[src/rtl/sysa_pkg.sv]
// Shared constants for the weight-stationary systolic multiply array.
// Geometry, datapath widths and pipeline latency live here.
package sysa_pkg;

  localparam int N       = 3;
  localparam int DW      = 8;
  localparam int OW      = 16;
  localparam int LATENCY = 2 * N - 2;
  localparam int WSTRIDE = 32;

endpackage

[src/rtl/sysa_pe.sv]
// One processing element: stationary weight, forwarded activation,
// and a multiply-accumulate partial sum passed to the row below.
module sysa_pe
  import sysa_pkg::*;
(
  input  logic          clk,
  input  logic          rst,
  input  logic          en,
  input  logic [DW-1:0] w_in,
  input  logic [DW-1:0] a_in,
  input  logic [OW-1:0] psum_in,
  output logic [DW-1:0] a_out,
  output logic [OW-1:0] psum_out
);

  logic [DW-1:0]   w_q, w_d;
  logic [DW-1:0]   a_q, a_d;
  logic [OW-1:0]   psum_q, psum_d;
  logic [2*DW-1:0] prod;

  always_comb begin
    w_d    = w_q;
    a_d    = a_q;
    psum_d = psum_q;
    prod   = {{DW{1'b0}}, a_in} * {{DW{1'b0}}, w_q};
    // Weights only load while the pipeline is stalled.
    if (!en) begin
      w_d = w_in;
    end else begin
      a_d    = a_in;
      psum_d = psum_in + OW'(prod);
    end
  end

  always_ff @(posedge clk) begin
    if (rst) begin
      w_q    <= '0;
      a_q    <= '0;
      psum_q <= '0;
    end else begin
      w_q    <= w_d;
      a_q    <= a_d;
      psum_q <= psum_d;
    end
  end

  assign a_out    = a_q;
  assign psum_out = psum_q;

endmodule

[src/rtl/sysa_array.sv]
// N x N weight-stationary systolic array with triangular input skew
// and output deskew so every column sum emerges on the same cycle.
module sysa_array
  import sysa_pkg::*;
(
  input  logic                 clk,
  input  logic                 rst,
  input  logic                 en,
  input  logic [WSTRIDE*N-1:0] w,
  input  logic [N*DW-1:0]      in,
  output logic [N*OW-1:0]      out
);

  // a_l[r][c] feeds PE(r,c); p_l[r][c] is the psum entering row r.
  logic [DW-1:0] a_l [N][N+1];
  logic [OW-1:0] p_l [N+1][N];

  for (genvar r = 0; r < N; r++) begin : g_row
    if (r == 0) begin : g_noskew
      assign a_l[0][0] = in[DW-1:0];
    end else begin : g_skew
      logic [DW-1:0] sk_q [r];
      logic [DW-1:0] sk_d [r];

      always_comb begin
        for (int i = 0; i < r; i++) sk_d[i] = sk_q[i];
        if (en) begin
          sk_d[0] = in[DW*r +: DW];
          for (int i = 1; i < r; i++) sk_d[i] = sk_q[i-1];
        end
      end

      always_ff @(posedge clk) begin
        if (rst) begin
          for (int i = 0; i < r; i++) sk_q[i] <= '0;
        end else begin
          sk_q <= sk_d;
        end
      end

      assign a_l[r][0] = sk_q[r-1];
    end

    for (genvar c = 0; c < N; c++) begin : g_col
      sysa_pe u_pe (
        .clk      (clk),
        .rst      (rst),
        .en       (en),
        .w_in     (w[WSTRIDE*r + DW*c +: DW]),
        .a_in     (a_l[r][c]),
        .psum_in  (p_l[r][c]),
        .a_out    (a_l[r][c+1]),
        .psum_out (p_l[r+1][c])
      );
    end
  end

  for (genvar c = 0; c < N; c++) begin : g_out
    assign p_l[0][c] = '0;

    if (c == N - 1) begin : g_direct
      assign out[OW*c +: OW] = p_l[N][c];
    end else begin : g_deskew
      localparam int D = N - 1 - c;
      logic [OW-1:0] dk_q [D];
      logic [OW-1:0] dk_d [D];

      always_comb begin
        for (int i = 0; i < D; i++) dk_d[i] = dk_q[i];
        if (en) begin
          dk_d[0] = p_l[N][c];
          for (int i = 1; i < D; i++) dk_d[i] = dk_q[i-1];
        end
      end

      always_ff @(posedge clk) begin
        if (rst) begin
          for (int i = 0; i < D; i++) dk_q[i] <= '0;
        end else begin
          dk_q <= dk_d;
        end
      end

      assign out[OW*c +: OW] = dk_q[D-1];
    end
  end

endmodule

[config.mk]
export PLATFORM = sky130hd
export DESIGN_NAME = sysa_array
export DESIGN_NICKNAME = d
export VERILOG_FILES = /design/src/rtl/sysa_pkg.sv /design/src/rtl/sysa_pe.sv /design/src/rtl/sysa_array.sv
export SDC_FILE = /design/constraint.sdc
export NUM_CORES = 2
export LEC_CHECK = 0
export BUFFER_PORTS_ARGS = -buffer_cell sky130_fd_sc_hd__buf_2
export CAP_MARGIN = 5
export CORE_ASPECT_RATIO = 1.5
export CORE_MARGIN = 1
export CORE_UTILIZATION = 48
export CTS_BUF_LIST = sky130_fd_sc_hd__clkbuf_8
export DETAILED_ROUTE_END_ITERATION = 8
export HOLD_SLACK_MARGIN = 0.05
export PLACE_DENSITY = 0.7
export SYNTH_ARGS = -nofsm -noshare
export SYNTH_HDL_FRONTEND = slang
export SYNTH_HIERARCHICAL = 1
export SYNTH_SLANG_ARGS = --single-unit
[constraint.sdc]
create_clock -name clk -period 8.6 [get_ports clk]
set_input_delay 1.29 -clock clk [delete_from_list [all_inputs] [get_ports clk]]
set_output_delay 1.29 -clock clk [all_outputs]
set_load 0.02 [all_outputs]
==> impl_results.md <==
* H-tree levels at 2
* Fin crit share at 55.1%
* Share of layout cells above drive strength 1 at 7.10%
* Die Ht at 334 µm
* Clock slew at reported path FFs at 60 ps
* Maximum VDD drop at 0.000117 V
* Worst hold path type: register to register
* Status: finished clean
* RSZ-0062 raised after global routing: no
* Avg Inst Size Synth at 8.86 µm²
* CP dominant cell by count: fa_1
* Gr ovfl total at 0
* DRT met1 WL at 31.4 mm
* F_max at 0.211 GHz
* First-pass iteration count of the detailed router at 5
* Crit-path max cell delay at 540 ps
* CORE AREA at 72500 µm²
* Area occupied by multi-input gates at 24600 µm²
* Commonest non-fill, non-tap cells in the layout: 899 x inv_1, 450 x fa_1, 336 x dfxtp_1, 336 x nand2_1, 315 x ha_1
* Total Wirelength at 70.6 mm
* Max-cap violations at 0
* Port Buffers at 146
* Critical path data required time at 9190 ps
* RD Place Congestion at 0.864
* WL met3 at 1.85 mm
* Commonest non-fill, non-tap cell in the layout: inv_1
* Die area at 74500 µm²
* Vias in the first global route at 25536
* I/O pin cnt at 171
* Power Dens Cells at 119 nW/µm²
* Min cycle time layout at 4740 ps
* Crit path DAT at 5330 ps
* Cell family with most CP delay: adder cells
* # clock sinks at 336
* Wire length per cell at 13.9 µm
* Vias per cell at 4.95
* All-layer global routing usage at 19.6%
* Highest metal used: met4
* Total number of vias at 25066
* Number of nets with antenna violations after routing at 0
* Leakage power at 19.6 nW
* Final setup viols at 0
* Skew-Pair Late Insertion Delay at 720 ps
* Ordered cell list for the critical path: buf_2 > and2_1 > fa_1 > fa_1 > fa_1 > inv_1 > fa_1 > inv_1 > ha_1 > a21oi_1 > a211oi_1 > or3_1 > a32o_1
* CTS Buf Count at 56
* Placed cell area at 36700 µm²
* Fin. max-slew vios at 0
* Post-CTS Resized at 0
* Hold buffer count at CTS at 0
* Post-CTS Setup Bufs at 0
* Mapped Cells at 3976
* FF/Latch Area at 6730 µm²
* Tightest Pin Transition at 944 ps
* Slowest stage cell, crit path: fa_1
* First-pass GRT wire length at 122 mm
* Rel. slew slack at 37.1%
* Detail Placement HPWL at 56.5 mm
* Die width at 223 µm
* Fin cells at 5067
* Design Area, Final at 37900 µm²
* Yosys warnings at 6
* Cell count after placement at 4962
* WS Path Type: input pin to register
* Min Hold Slack at 466 ps
* Worst Path Max Fanout at 9
* Final Hold Viols at 0
* CP Launch Type: input pin
* Largest net degree at the start of global routing at 138
* Initial Util at 48.5%
* Fin Clk Skew at 38.3 ps
* Final nets at 4986
* Worst Setup End Kind: register
* Clock Path Buffers at 3
* Post-route DRC at 0
* Filler Cells Inserted at 6667
* Initial DRC count at 976
* Initial antenna violation count at 1
* Root Buffer: clkbuf_8
* Fin Setup TNS at 0 ps
* Met2 routed WL at 35.5 mm
* Synth-to-layout area growth at 7.66%
* TritonCTS clock tree: done
* Row count at 121
* Mapped cell area at 35200 µm²
* Crit path buf inv count at 3
-- layout make-up --
class                      instances  share of cell area, %
clock buffer                      70                   2.54
multi-input combinational       2668                   65.0
clock inverter                    33                  0.713
timing repair buffer             153                   2.19
sequential                       336                   17.7
inverter                         883                   8.74
tap                              922                   3.04
antenna                            2                 0.0132
-- layer usage --
metal	track usage, %	up-vias
li1	-	12551
met1	24.5	12106
met2	35.3	304
met3	2.25	105
met4	6.13	0
met5	0	-
-- sequential cells by signal, indices dropped and copies added (netlist names) --
register                   flops
g_row.g_col.u_pe/psum_out    144
out                           16
g_row.g_skew.sk_q             16
g_row.g_col.u_pe/a_out        48
a_l                            8
g_row.g_col.u_pe/w_q          72
g_out.g_deskew.dk_q           32
-- report_power, final --
group	switching, mW	internal [mW]	total, mW	leakage (nW)
registers	0.127	1.66	1.78	2.75
logic	0.674	0.508	1.18	16.2
clock network	0.713	0.837	1.55	0.680
-- path summary, 6_finish.rpt --
check                                                   startpoint  slack, ps  cells after the start                                                to
setup / recovery                                             in[1]       3860                     13  g_row[0].g_col[0].u_pe/psum_out[13]$_SDFFE_PP0P_
hold / removal    g_row[1].g_col[2].u_pe/psum_out[13]$_SDFFE_PP0P_        470                      1  g_row[1].g_col[2].u_pe/psum_out[13]$_SDFFE_PP0P_
setup reg to reg                              a_l[31]$_SDFFE_PP0P_       4080                     14  g_row[2].g_col[0].u_pe/psum_out[14]$_SDFFE_PP0P_
hold reg to reg   g_row[1].g_col[2].u_pe/psum_out[13]$_SDFFE_PP0P_        470                      1  g_row[1].g_col[2].u_pe/psum_out[13]$_SDFFE_PP0P_
-- metrics by stage --
step                      util [%]  worst slack (ps)  power (mW)
final                         52.3              3860        4.52
after global routing          52.3              3700        4.86
after CTS                     52.3              3930        4.61
after detailed placement      50.6              3160        3.01
after global placement        50.6              3170        2.97
after floorplan                  -              3380        2.71
Power figures use the tool's default switching activity.
